**src/rtl/jump_pkg.sv**
```systemverilog
// Shared definitions for the branch/jump resolution unit: opcode encodings
// and the constant target table used by branches, jumps and calls.
package jump_pkg;

    // Control-flow opcodes. Encodings 6 and 7 are unused and behave as NOP.
    typedef enum logic [2:0] {
        OP_NOP  = 3'd0,
        OP_BEQ  = 3'd1,
        OP_BNE  = 3'd2,
        OP_JMP  = 3'd3,
        OP_CALL = 3'd4,
        OP_RET  = 3'd5
    } op_t;

    // Number of target-table entries and their stored width.
    localparam int LUT_N = 16;
    localparam int LUT_W = 12;

    // Target table. Branch entries are two's-complement offsets and
    // jump/call entries are absolute addresses. Which is which depends only
    // on the opcode that indexes the entry.
    localparam logic [LUT_W-1:0] LUT [LUT_N] = '{
        12'h000,    // 0
        12'h004,    // 1  short forward offset
        12'h005,    // 2  forward offset
        12'hFFC,    // 3  -4 backward offset
        12'h040,    // 4  subroutine address
        12'h100,    // 5  subroutine address
        12'h200,    // 6
        12'h7F0,    // 7
        12'hFF0,    // 8  high absolute address / -16 offset
        12'h010,    // 9
        12'h800,    // 10
        12'h0FF,    // 11
        12'hABC,    // 12
        12'hF00,    // 13
        12'h123,    // 14
        12'hFFF     // 15 -1 offset
    };

    // True when the opcode is a conditional branch.
    function automatic logic is_branch(input logic [2:0] op);
        return (op == OP_BEQ) || (op == OP_BNE);
    endfunction

endpackage

```
**src/rtl/jump_ctrl_ret_stack.sv**
```systemverilog
// Circular return-address stack. A push onto a full stack overwrites the
// oldest entry while the occupancy count saturates at DEPTH. Popping an
// empty stack must be prevented by the caller. DEPTH is a power of two and
// at least 2 so that the pointer wraps naturally.
import jump_pkg::*;

module ret_stack #(
    parameter int PC_W  = 12,
    parameter int DEPTH = 4
) (
    input  logic                       clk,
    input  logic                       reset,
    input  logic                       push,
    input  logic                       pop,
    input  logic [PC_W-1:0]            din,
    output logic [PC_W-1:0]            top,
    output logic [$clog2(DEPTH):0]     depth,
    output logic                       full,
    output logic                       empty
);

    localparam int PTR_W = $clog2(DEPTH);
    localparam int CNT_W = PTR_W + 1;

    // Entry storage; contents are don't-care after reset, so no reset here.
    logic [PC_W-1:0]  mem [DEPTH];

    // sp_q points at the next free slot; the top of stack sits just below it.
    logic [PTR_W-1:0] sp_q, sp_d;
    logic [CNT_W-1:0] cnt_q, cnt_d;
    logic [PTR_W-1:0] top_idx;

    assign top_idx = sp_q - PTR_W'(1);
    assign top     = mem[top_idx];
    assign depth   = cnt_q;
    assign full    = (cnt_q == CNT_W'(DEPTH));
    assign empty   = (cnt_q == '0);

    // Pointer and occupancy next state; a simultaneous push and pop
    // replaces the top entry and leaves both unchanged.
    always_comb begin
        sp_d  = sp_q;
        cnt_d = cnt_q;
        if (push && !pop) begin
            sp_d = sp_q + PTR_W'(1);
            if (!full) begin
                cnt_d = cnt_q + CNT_W'(1);
            end
        end else if (pop && !push) begin
            sp_d  = sp_q - PTR_W'(1);
            cnt_d = cnt_q - CNT_W'(1);
        end
    end

    // Pointer and occupancy registers with synchronous active-low reset.
    always_ff @(posedge clk) begin
        if (!reset) begin
            sp_q  <= '0;
            cnt_q <= '0;
        end else begin
            sp_q  <= sp_d;
            cnt_q <= cnt_d;
        end
    end

    // Entry write: a push lands in the free slot, or over the top entry when
    // it coincides with a pop. Writes are suppressed during reset.
    always_ff @(posedge clk) begin
        if (reset && push) begin
            if (pop) begin
                mem[top_idx] <= din;
            end else begin
                mem[sp_q] <= din;
            end
        end
    end

endmodule

```
**src/rtl/jump_ctrl.sv**
```systemverilog
// Branch/jump resolution unit. Decodes the control-flow op into the PC's
// relative/absolute jump interface in the same cycle, manages the return
// stack for calls and returns, and raises a registered flush after every
// taken redirect.
import jump_pkg::*;

module jump_ctrl #(
    parameter int PC_W  = 12,
    parameter int DEPTH = 4
) (
    input  logic                       clk,
    input  logic                       reset,
    input  logic                       valid,
    input  logic [2:0]                 op,
    input  logic [3:0]                 lut_idx,
    input  logic                       zero,
    input  logic [PC_W-1:0]            prog_ctr,
    output logic                       reljump_en,
    output logic                       absjump_en,
    output logic [PC_W-1:0]            target,
    output logic                       flush,
    output logic                       ovf_err,
    output logic                       unf_err,
    output logic [$clog2(DEPTH):0]     depth
);

    // Table entry for this instruction, sign-extended or truncated to PC_W.
    logic [LUT_W-1:0] lut_raw;
    logic [PC_W-1:0]  lut_val;

    assign lut_raw = LUT[lut_idx];
    assign lut_val = PC_W'($signed(lut_raw));

    // Return-stack interface.
    logic             stk_push, stk_pop;
    logic [PC_W-1:0]  stk_din, stk_top;
    logic             stk_full, stk_empty;

    // Sticky error flags and registered flush.
    logic flush_q, flush_d;
    logic ovf_q, ovf_d;
    logic unf_q, unf_d;

    logic active;
    logic taken;

    assign active  = reset && valid;
    assign stk_din = prog_ctr + PC_W'(1);

    ret_stack #(
        .PC_W  (PC_W),
        .DEPTH (DEPTH)
    ) u_ret_stack (
        .clk   (clk),
        .reset (reset),
        .push  (stk_push),
        .pop   (stk_pop),
        .din   (stk_din),
        .top   (stk_top),
        .depth (depth),
        .full  (stk_full),
        .empty (stk_empty)
    );

    // Op decode: jump enables, target, stack control and error-flag updates.
    always_comb begin
        reljump_en = 1'b0;
        absjump_en = 1'b0;
        target     = '0;
        stk_push   = 1'b0;
        stk_pop    = 1'b0;
        taken      = 1'b0;
        ovf_d      = ovf_q;
        unf_d      = unf_q;

        if (active) begin
            if (is_branch(op)) begin
                taken = (op == OP_BEQ) ? zero : !zero;
            end

            case (op)
                OP_BEQ, OP_BNE: begin
                    if (taken) begin
                        // Forward offsets go straight to the PC's relative
                        // adder; backward ones are resolved here instead.
                        if (!lut_val[PC_W-1]) begin
                            reljump_en = 1'b1;
                            target     = lut_val;
                        end else begin
                            absjump_en = 1'b1;
                            target     = prog_ctr + lut_val;
                        end
                    end
                end
                OP_JMP: begin
                    absjump_en = 1'b1;
                    target     = lut_val;
                end
                OP_CALL: begin
                    absjump_en = 1'b1;
                    target     = lut_val;
                    stk_push   = 1'b1;
                    if (stk_full) begin
                        ovf_d = 1'b1;
                    end
                end
                OP_RET: begin
                    // An empty stack yields no redirect and leaves the
                    // pointer alone.
                    if (!stk_empty) begin
                        absjump_en = 1'b1;
                        target     = stk_top;
                        stk_pop    = 1'b1;
                    end else begin
                        unf_d = 1'b1;
                    end
                end
                default: begin
                end
            endcase
        end

        flush_d = reljump_en || absjump_en;
    end

    // Flush and sticky error registers.
    always_ff @(posedge clk) begin
        if (!reset) begin
            flush_q <= 1'b0;
            ovf_q   <= 1'b0;
            unf_q   <= 1'b0;
        end else begin
            flush_q <= flush_d;
            ovf_q   <= ovf_d;
            unf_q   <= unf_d;
        end
    end

    assign flush   = flush_q;
    assign ovf_err = ovf_q;
    assign unf_err = unf_q;

endmodule

```
**config.mk**
```make
export PLATFORM = sky130hd
export DESIGN_NAME = jump_ctrl
export DESIGN_NICKNAME = d
export VERILOG_FILES = /design/src/rtl/jump_pkg.sv /design/src/rtl/jump_ctrl_ret_stack.sv /design/src/rtl/jump_ctrl.sv
export SDC_FILE = /design/constraint.sdc
export NUM_CORES = 1
export LEC_CHECK = 0
export BUFFER_PORTS_ARGS = -buffer_cell sky130_fd_sc_hd__buf_2
export CAP_MARGIN = 10
export CELL_PAD_IN_SITES_DETAIL_PLACEMENT = 0
export CELL_PAD_IN_SITES_GLOBAL_PLACEMENT = 1
export CORE_UTILIZATION = 42
export CTS_BUF_LIST = sky130_fd_sc_hd__clkbuf_8 sky130_fd_sc_hd__clkbuf_16
export DETAILED_ROUTE_END_ITERATION = 12
export PLACE_DENSITY = 0.84
export SLEW_MARGIN = 0
export SYNTH_ARGS = -nofsm -noshare
export SYNTH_HDL_FRONTEND = slang
export SYNTH_HIERARCHICAL = 1
export SYNTH_SLANG_ARGS = --single-unit
```
**constraint.sdc**
```tcl
create_clock -name clk -period 3.1 [get_ports clk]
set_clock_uncertainty 0.1 [all_clocks]
set_input_delay 0.155 -clock clk [delete_from_list [all_inputs] [get_ports clk]]
set_output_delay 0.155 -clock clk [all_outputs]
set_load 0.01 [all_outputs]
```
Yosys cells after proc, flatten, opt, wreduce, memory -nomap -nowiden

Memory sizes are Yosys's and may differ from the RTL's.
Cells that the tools add are included.

Memory bits (writable): 48
Bits in read-only memories: 192
Input bits: 23
Logic and storage cells: 76
Flip-flop bits (word level): 8
Memories kept: 2

Memory list:

| memory           | depth | bits a word | read ports | clocked after memory_dff | wr ports | line                      | text |
|---|---|---|---|---|---|---|---|
| (name not given) | 16    | 12          | 1          | 0                        | 0        | jump_ctrl.sv:31           | `assign lut_raw = LUT[lut_idx];` |
| u_ret_stack.mem  | 4     | 12          | 1          | 0                        | 1        | jump_ctrl_ret_stack.sv:26 | `logic [PC_W-1:0] mem [DEPTH];` |

Reduce and logical (&&, ||, !) cells: 17
Add/subtract/negate cells: 6
Eq/ne operators: 7
Muxes and demuxes: 37
$lt $le $gt $ge: 1
Bitwise operators: 1

Operators by type and width:

| cell                                                      | number |
|---|---|
| two-way mux 12 bit                                        | 7 |
| case mux 12 bit (3 select lines)                          | 1 |
| two-way mux 1 bit                                         | 22 |
| adder 12 x 1 -> 12 bit (second input constant)            | 1 |
| adder 12 bit                                              | 1 |
| OR reduction 12 bit                                       | 1 |
| equality test 3 bit (second input constant)               | 3 |
| two-way mux 3 bit                                         | 3 |
| equality test 3 x 2 -> 1 bit (second input constant)      | 2 |
| two-way mux 2 bit                                         | 3 |
| AND reduction 3 bit                                       | 2 |
| greater-or-equal comparator 5 bit (second input constant) | 1 |
| inverter 4 -> 5 bit                                       | 1 |
| logical AND 1 bit                                         | 4 |
| OR reduction 2 bit                                        | 2 |
| adder 3 x 1 -> 3 bit (second input constant)              | 1 |
| equality test 3 x 1 -> 1 bit (second input constant)      | 1 |
| zero test 1 bit                                           | 3 |
| zero test 3 bit                                           | 1 |
| case mux 1 bit (3 select lines)                           | 1 |
| subtractor 3 x 1 -> 3 bit (second input constant)         | 1 |
| adder 2 x 1 -> 2 bit (second input constant)              | 1 |
| logical OR 1 bit                                          | 2 |
| != test 2 bit (second input constant)                     | 1 |
| 3 further kinds                                           | 3 |

Logic depth before layout (Yosys ltp)

Gate-level depths: netlist of run 1.

Depth after elaboration: 9
Mapped depth: 13

Cells and area by module

The synthesis of run 1 kept the hierarchy.

By module, submodules not included:

| module    | sequential area each (um^2) | cells each | area each (um^2) | times used |
|---|---|---|---|---|
| ret_stack | 1541.5                      | 110        | 2132.0           | 1 |
| jump_ctrl | 60.1                        | 209        | 1524.0           | 1 |

Least setup slack after synthesis of run 1

No wires, ideal clock.

Path kind: register -> register
Start point: reg u_ret_stack.cnt_q[1], in the netlist u_ret_stack/depth[1]
End point: mem u_ret_stack.mem[2][0], enable pin
Data required time: 2.588 ns
Path buffers: 0
Clock period less this slack: 3.062 ns
Arrival: 2.550 ns
Stages on the path, launching flop included: 6
Library setup time: 0.412 ns
Slack: 0.038 ns
Cell sequence: dfxtp_1 > nor3_1 > nor4bb_1 > and2_1 > and2b_1 > nor4_1

Cells in the longest elaborated chain, start to end: 9

Ends and longest elaborated chain:

| what                                                                           | line                      | text |
|---|---|---|
| start: declaration                                                             | jump_ctrl_ret_stack.sv:30 | `logic [CNT_W-1:0] cnt_q, cnt_d;` |
| start signal: assignment                                                       | jump_ctrl_ret_stack.sv:62 | `cnt_q <= cnt_d;` |
| zero test 3 bit (*)                                                            | jump_ctrl_ret_stack.sv:37 | `assign empty = (cnt_q == '0);` |
| named net stk_empty                                                            | jump_ctrl.sv:37           | `logic stk_full, stk_empty;` |
| two-way mux 1 bit (*)                                                          | jump_ctrl.sv:110          | `if (!stk_empty) begin` |
| two-way mux 1 bit (*)                                                          | jump_ctrl.sv:81           | `case (op)` |
| two-way mux 1 bit (*)                                                          | jump_ctrl.sv:76           | `if (active) begin` |
| named net stk_pop                                                              | jump_ctrl.sv:35           | `logic stk_push, stk_pop;` |
| two-way mux 1 bit                                                              | jump_ctrl_ret_stack.sv:70 | `if (pop) begin` |
| two-way mux 1 bit                                                              | jump_ctrl_ret_stack.sv:69 | `if (reset && push) begin` |
| two-way mux 1 bit (implied by the code)                                        | jump_ctrl_ret_stack.sv:73 | `mem[sp_q] <= din;` |
| OR reduction 12 bit (no source line)                                           | -                         |  |
| two-way mux 2 bit (no source line) / two-way mux 1 bit (equally long branches) | -                         |  |
| end: declaration                                                               | jump_ctrl_ret_stack.sv:26 |  |

Mark *: on every way through the listed nets, which the timed path passes. The rest lies on a longest branch.

Worst setup path after layout of run 1

Start point: in lut_idx[0]
End point: out target[11]

Cells in the longest elaborated chain, start to end: 9

Ends and longest elaborated chain:

| what                                                       | line            | text |
|---|---|---|
| start: declaration                                         | jump_ctrl.sv:15 | `input logic [3:0] lut_idx,` |
| inverter 4 -> 5 bit (implied by the code) (*)              | jump_ctrl.sv:31 |  |
| memory (16 x 12 bit) (*)                                   | -               |  |
| two-way mux 12 bit (implied by the code) (*) (2 in series) | jump_ctrl.sv:31 |  |
| adder 12 bit                                               | jump_ctrl.sv:91 | `target = prog_ctr + lut_val;` |
| two-way mux 12 bit                                         | jump_ctrl.sv:86 | `if (!lut_val[PC_W-1]) begin` |
| two-way mux 12 bit                                         | jump_ctrl.sv:83 | `if (taken) begin` |
| case mux 12 bit (3 select lines) (*)                       | jump_ctrl.sv:81 |  |
| two-way mux 12 bit (*)                                     | jump_ctrl.sv:76 |  |
| end: declaration                                           | jump_ctrl.sv:20 | `output logic [PC_W-1:0] target,` |

Every way passes the cells marked *; elsewhere a longest branch is shown, timed or not. The select of a mux whose other input is x is not followed.

==> summary.md, run 1 <==
| Metric | Value |
|---|---|
| Largest net degree at the start of global routing | 20 |
| Global-route usage over all layers | 0.200 |
| Hold/Removal Path Class | input pin to flip-flop |
| LEAKAGE | around 1.6 nW |
| Max incr delay on CP | ~0.44 ns |
| Crit path required time | ~2.8 ns |
| Worst Reg2Reg Path Length in Cells | 10 |
| Row cnt | 33 |
| Hold Violations, Final | 0 |
| Unique masters post-synth | 68 |
| Nets@finish | between 400 and 500 |
| Min cycle time layout | approximately 2.9 ns |
| Cell count after synthesis | roughly 320 |
| Initial antenna violation count | 0 |
| Synth-to-Final Area Change | 17.1% |
| Dominant cell type by area after synthesis | edfxtp_1 |
| WHS Path Cells | 3 |
| Dpl ws | approximately 0.0073 ns |
| Share of cells above drive strength 1 | 0.306 |
| Routed wire length | about 8.4 mm |
| Pwr per Cell Area | approximately 370 nW/um2 |
| Post-route ant nets | 0 |
| Num CTS Buffers | 5 |
| Post-DP HPWL | 6.32 mm |
| RD Place Congestion | slightly below 0.9 |
| #FFs+latches synth | 56 |
| Crit-path cells | buf_2 -> ha_4 -> nor2b_2 -> a21oi_2 -> nor2_2 -> or2_4 -> ha_4 -> a211o_1 -> a2111oi_4 -> o211ai_2 -> and3_1 -> o31ai_2 -> buf_2 |
| Filler cells | roughly 740 |
| CTS tree | yes |
| Maximum vdd drop | roughly 190 uV |
| Run status | finished, final reports clean |
| DRC Markers | 0 |
| I/O pin count | 43 |
| Net Count, Synth | ~370 |
| Ys async rst share | 0 |
| Multi-input logic area | ~2000 um2 |
| Routed len/inst | roughly 17 um |
| Max Clk Rate | between 300 and 400 MHz |
| Die width | approximately 95 um |
| CTS H-tree depth | 2 |
| Max-slew violation count | 0 |
| Number of enable flip-flop cells after synthesis | 48 |
| Setup TNS | 0 ns |
| Clk Latency, worst-skew pair | around 0.32 ns |
| Worst Path Max Fanout | 4 |
| Top post-synthesis cells by count | edfxtp_1 (48), nand2_1 (24), ha_1 (22), nor2_1 (19), inv_1 (18) |
| Core region area | 8340 um2 |
| Worst-path clk slew | between 0.1 and 0.15 ns |
| Via count | between 2000 and 3000 |
| Number of global-route vias before repair | 2700 |
| Yosys top cell area share | 0.394 |
| Synth area leaders | edfxtp_1 (39%), mux4_2 (8.0%), ha_1 (7.5%) |
| Most frequent cell after synthesis | edfxtp_1 |
| Sequential fraction of the synthesis area | 0.438 |
| Top FF cell, synth | edfxtp_1 |
| # hold bufs at CTS | 0 |
| Worst slew margin | 0.466 |
| Via density | around 5.7 |
| Worst Tran Pin Value | ~0.80 ns |
| Initial Util | 0.438 |
| Netlist Area Pre-Place | 3660 um2 |
| Reg area | between 1500 and 2000 um2 |
| Die area | 9080 um2 |
| RSZ-0062 raised after global routing | false |
| First-pass GRT wire length | between 10 and 15 mm |
| Grt ovf | 0 |
| CTS max path bufs | 2 |
| IO Port Bufs | 42 |
| Setup crit start kind | input pin |
| CP Capture Type | output pin |
| Drt pass-1 iters | 4 |
| Synthesized area per cell | 11.5 um2 |
| Final Cycle Share | 0.948 |
| DR iter-0 viols | 207 |
| # Max-Cap Violations | 0 |
| Post-route setup slack | 0.160 ns |
| Clk sink count | 56 |
| Root buf cell | clkbuf_8 |
| Antenna Cells | 0 |
| Arrival @ worst endpoint | about 2.7 ns |
| Vert. Die Dim | ~95 um |
| Ys Warns | 6 |
| Setup Crit Path Kind | input pin to output pin |
| Final Setup Violations | 0 |
| CP max stage cell | a2111oi_4 |
-- kinds of logic after synthesis --
| family | synth area share |
|---|---|
| flops | 0.438 |
| mux | 0.0883 |
| fa+ha+maj | 0.0808 |
| xor+xnor | 0.0455 |
| buf+inv | 0.0349 |
| simple gates | 0.153 |
| compound gates | 0.159 |
-- routing by layer --
layer  GRT usage  vias up  routed length, um
met2       0.313       93               3870
met4      0.0556        0                101
met5           0        -                  0
met1       0.288     1338               3900
met3      0.0303       10                533
li1            -     1331                  -
-- flip-flops by register name (all words and copies together), names as in the netlist --
signal and flops:
flush 1, ovf_err 1, u_ret_stack/depth 3, u_ret_stack/mem 48
u_ret_stack/sp_q 2, unf_err 1
-- cell type report --
| cell class | count | share of cell area |
|---|---|---|
| clock inverter | 3 | 0.00613 |
| timing repair buffer | 61 | 0.0830 |
| sequential | 56 | 0.374 |
| clock buffer | 5 | 0.0161 |
| tap | 105 | 0.0307 |
| inverter | 18 | 0.0158 |
| multi-input combinational | 236 | 0.474 |
-- final timing paths --
path | startpoint | end | slack, ns
worst max-delay path | lut_idx[0] | target[11] | 0.16
worst max register to register | u_ret_stack/depth[1] | u_ret_stack/depth[2] | 0.38
worst min register to register | ovf_err | ovf_err | 0.40
worst min-delay path | valid | unf_err | 0.02
-- per-stage QoR --
stage,instance area [um2],utilization,hold WS [ns],total power [mW],cells
detailed placement,4090,0.491,0.349,1.16,475
finish,4280,0.514,0.0169,1.59,484
floorplan,3660,-,0.183,1.07,319
global route,4280,0.514,0.0310,1.67,484
global placement,4090,0.491,0.346,1.16,475
CTS,4190,0.503,0.0110,1.58,483
-- power breakdown --
part           switching, mW  total [mW]  internal, mW
Sequential           0.00493       0.827         0.823
Combinational          0.195       0.341         0.146
Clock                  0.256       0.421         0.165
-- critical path, delay by kind of cell --
family,cells,cell delay (ns)
adders and majority gates,2,0.32
buffers and inverters,2,0.31
AOI/OAI and AO/OA,5,1.27
and+or+nand+nor,4,0.63
-- repair_timing --
action	in CTS	in global routing
gates resized for setup	1	21
setup buffers	0	1
pin swaps	0	7
setup endpoints to repair	1	6
-- placed cells by master (no fill, tap or decap), drive strengths merged, types with 9 or more instances in the layout --
master | netlist | final
xnor2 | 14 | 14
nand2 | 25 | 25
edfxtp | 48 | 48
inv | 18 | 19
ha | 22 | 22
nor3 | 9 | 9
mux4 | 13 | 13
o21ai | 19 | 19
nor2 | 20 | 20
a21oi | 12 | 12
buf | 8 | 61
nand3 | 13 | 13
Note: power is estimated with default switching activity, not from simulation.
==> run 2, diff against run 1 <==
--- a/config.mk
+++ b/config.mk
@@ -10,8 +10,8 @@
 export CELL_PAD_IN_SITES_DETAIL_PLACEMENT = 0
 export CELL_PAD_IN_SITES_GLOBAL_PLACEMENT = 1
-export CORE_UTILIZATION = 42
+export CORE_UTILIZATION = 34
 export CTS_BUF_LIST = sky130_fd_sc_hd__clkbuf_8 sky130_fd_sc_hd__clkbuf_16
 export DETAILED_ROUTE_END_ITERATION = 12
-export PLACE_DENSITY = 0.84
+export PLACE_DENSITY = 0.71
 export SLEW_MARGIN = 0
 export SYNTH_ARGS = -nofsm -noshare
==> constraint.sdc (replaced) <==
create_clock -name clk -period 3.1 [get_ports clk]
set_clock_uncertainty 0.1 [all_clocks]
set_input_delay 0 -clock clk [delete_from_list [all_inputs] [get_ports clk]]
set_output_delay 0 -clock clk [all_outputs]
set_load 0.01 [all_outputs]
==> run 2 against run 1 <==
Net effect:
- via count fell by 3.0%
- register-to-register slack worse by 0.03 ns
- critical path type unchanged
- design area decreased by 1.1%
- first-iteration DRC count is 6.3% higher
- largest cell class unchanged
- worst hold slack gained 0.0037 ns
- highest routed layer unchanged
==> summary.md, run 2 (synthesis results as in run 1) <==
| Metric | Value |
|---|---|
| Clk Latency, worst-skew pair | 0.32 ns (about the same) |
| Max-slew violation count | 0 (unchanged) |
| Multi-input logic area | 1950 um2 (-3.8%) |
| RR Endpoint | u_ret_stack/depth[2] |
| Initial Util | 0.353 (-0.0858) |
| Setup Crit Path Kind | input pin to output pin |
| Design Power | 1.58 mW (-0.34%) |
| Worst Hold Path EP | u_ret_stack/mem[3][3] |
| CTS max path bufs | 2 (unchanged) |
| Crit path required time | 3.00 ns (+0.16 ns) |
| Die area | 11200 um2 (+23%) |
| Worst Tran Pin Value | 0.778 ns (-0.0217 ns) |
| Core region area | 10400 um2 (+24%) |
| I/O pin count | 43 (unchanged) |
| First-pass GRT wire length | 13.6 mm (+0.82%) |
| Nets@finish | 421 (-0.71%) |
| Launching point of the worst reg2reg path | u_ret_stack/depth[1] |
| Final Cycle Share | 0.933 (-0.0157) |
| Worst slew margin | 0.480 (+0.0145) |
| Placed Instance Area | 4060 um2 (-0.70%) |
| RD Place Congestion | 0.851 (-1.5%) |
| Min cycle time layout | 2.89 ns (-0.0488 ns) |
| Dpl ws | 0.138 ns (+0.131 ns) |
| Setup TNS | 0 ns (unchanged) |
| Initial antenna violation count | 0 (unchanged) |
| # Max-Cap Violations | 0 (unchanged) |
| Max Clk Rate | 346 MHz (+1.7%) |
| Post-route setup slack | 0.209 ns (+0.0488 ns) |
| WHS Path Cells | 2 (-1) |
| Final Setup Violations | 0 (unchanged) |
| Synth-to-Final Area Change | 15.9% |
| Post-route ant nets | 0 (unchanged) |
| Global-route usage over all layers | 0.158 (-0.0416) |
| Worst Path Max Fanout | 7 (+3) |
| IO Port Bufs | 42 (unchanged) |
| Setup crit start kind | input pin |
| CTS H-tree depth | 2 (unchanged) |
| Die width | 106 um (+11%) |
| Vert. Die Dim | 106 um (+11%) |
| Arrival @ worst endpoint | 2.79 ns (+0.11 ns) |
| Most frequent cells in the layout | edfxtp_1 (48), buf_2 (42), nand2_1 (24), ha_1 (22) |
| Share of cells above drive strength 1 | 0.253 (-0.0534) |
| Max FFs per register | 48 (unchanged) |
| DR iter-0 viols | 220 (+6.3%) |
| Routed wire length | 8.64 mm (+2.9%) |
| Drt pass-1 iters | 4 (unchanged) |
| Most common cell after layout, fill and taps aside | edfxtp_1 |
| CTS tree | yes |
| Hold Path Origin | prog_ctr[3] |
| Worst Reg2Reg Path Length in Cells | 10 (unchanged) |
| R2r setup slk | 0.35 ns (-0.03 ns) |
| LEAKAGE | 1.59 nW (-0.69%) |
| Antenna Cells | 0 (unchanged) |
| CP Capture Type | output pin |
| Grt ovf | 0 (unchanged) |
| Via density | 5.25 (-8.3%) |
| Hold/Removal Path Class | input pin to flip-flop |
| Reg area | 1600 um2 (unchanged) |
| Most flops, register | u_ret_stack/mem |
| Root buf cell | clkbuf_8 |
| Worst-path clk slew | 0.10 ns (about the same) |
| DRC Markers | 0 (unchanged) |
| Maximum vdd drop | 183 uV (-4.5%) |
| Largest net degree at the start of global routing | 21 (+5.0%) |
| Hold slack | 0.0206 ns (+0.00370 ns) |
| Via count | 2689 (-3.0%) |
| Final non-filler cell area | 4240 um2 (-1.1%) |
| Row cnt | 37 (+12%) |
| Filler cells | 1016 (+37%) |
| Pwr per Cell Area | 374 nW/um2 (+0.75%) |
| Number of global-route vias before repair | 2666 (-1.3%) |
| Post-DP HPWL | 6.51 mm (+3.0%) |
| Routed len/inst | 16.9 um (-2.8%) |
| Run status | finished, final reports clean |
| Hold Violations, Final | 0 (unchanged) |
| Clk sink count | 56 (unchanged) |
| Num CTS Buffers | 5 (unchanged) |
| RSZ-0062 raised after global routing | false |
## run 2: area by class of cell
type,count,share of cell area
Multi-Input combinational cell,236,0.461
Sequential cell,56,0.378
Timing Repair Buffer,58,0.0815
Tap cell,136,0.0402
Clock buffer,5,0.0162
Inverter,18,0.0159
Clock inverter,3,0.00679
## run 2: per-layer routing
layer	global-route usage	vias up	wire (um)
met4	0.0546	0	183
li1	-	1319	-
met1	0.201	1298	3910
met3	0.0315	12	410
met5	0	-	0
met2	0.268	60	4140
## run 2: worst max-delay path by stage
stage | startpoint | to | slack (ns) | depth (start not counted)
2_1_floorplan | u_ret_stack/depth[1] | u_ret_stack/mem[2][0] | 0.04 | 5
3_3_place_gp | lut_idx[0] | target[10] | 0.18 | 15
3_5_place_dp | lut_idx[0] | target[10] | 0.14 | 15
4_1_cts | lut_idx[0] | target[10] | 0.13 | 15
5_1_grt | lut_idx[0] | target[10] | 0.003 | 15
6_report | lut_idx[0] | target[11] | 0.21 | 13
## run 2: worst max-delay path, cell delays in order
cell,delay [ns]
buf_2,0.14
ha_1,0.25
nor2b_2,0.19
a21oi_2,0.15
nor2_2,0.08
or2_2,0.30
ha_1,0.20
a211o_1,0.32
a2111oi_4,0.45
o211ai_2,0.14
and3_1,0.19
o31ai_2,0.21
buf_2,0.18
## run 2: report_power, final
group / internal [mW] / switching (mW)
sequential: 0.823 / 0.00366
combinational: 0.137 / 0.190
clock: 0.171 / 0.260
total: 1.13 / 0.453
## run 2: repair_timing
action	4_1_cts	5_1_grt
endpoints found under the setup margin	0	5
resized for setup	0	3
setup buffers	0	1
hold buffers	6	0
hold endpoints to repair	17	0
## run 2: through the flow
| step | instances | utilization |
|---|---|---|
| 4_1_cts | 511 | 0.407 |
| 2_1_floorplan | 319 | - |
| 6_report | 512 | 0.409 |
| 3_5_place_dp | 497 | 0.392 |
| 5_1_grt | 512 | 0.409 |
| 3_3_place_gp | 497 | 0.392 |
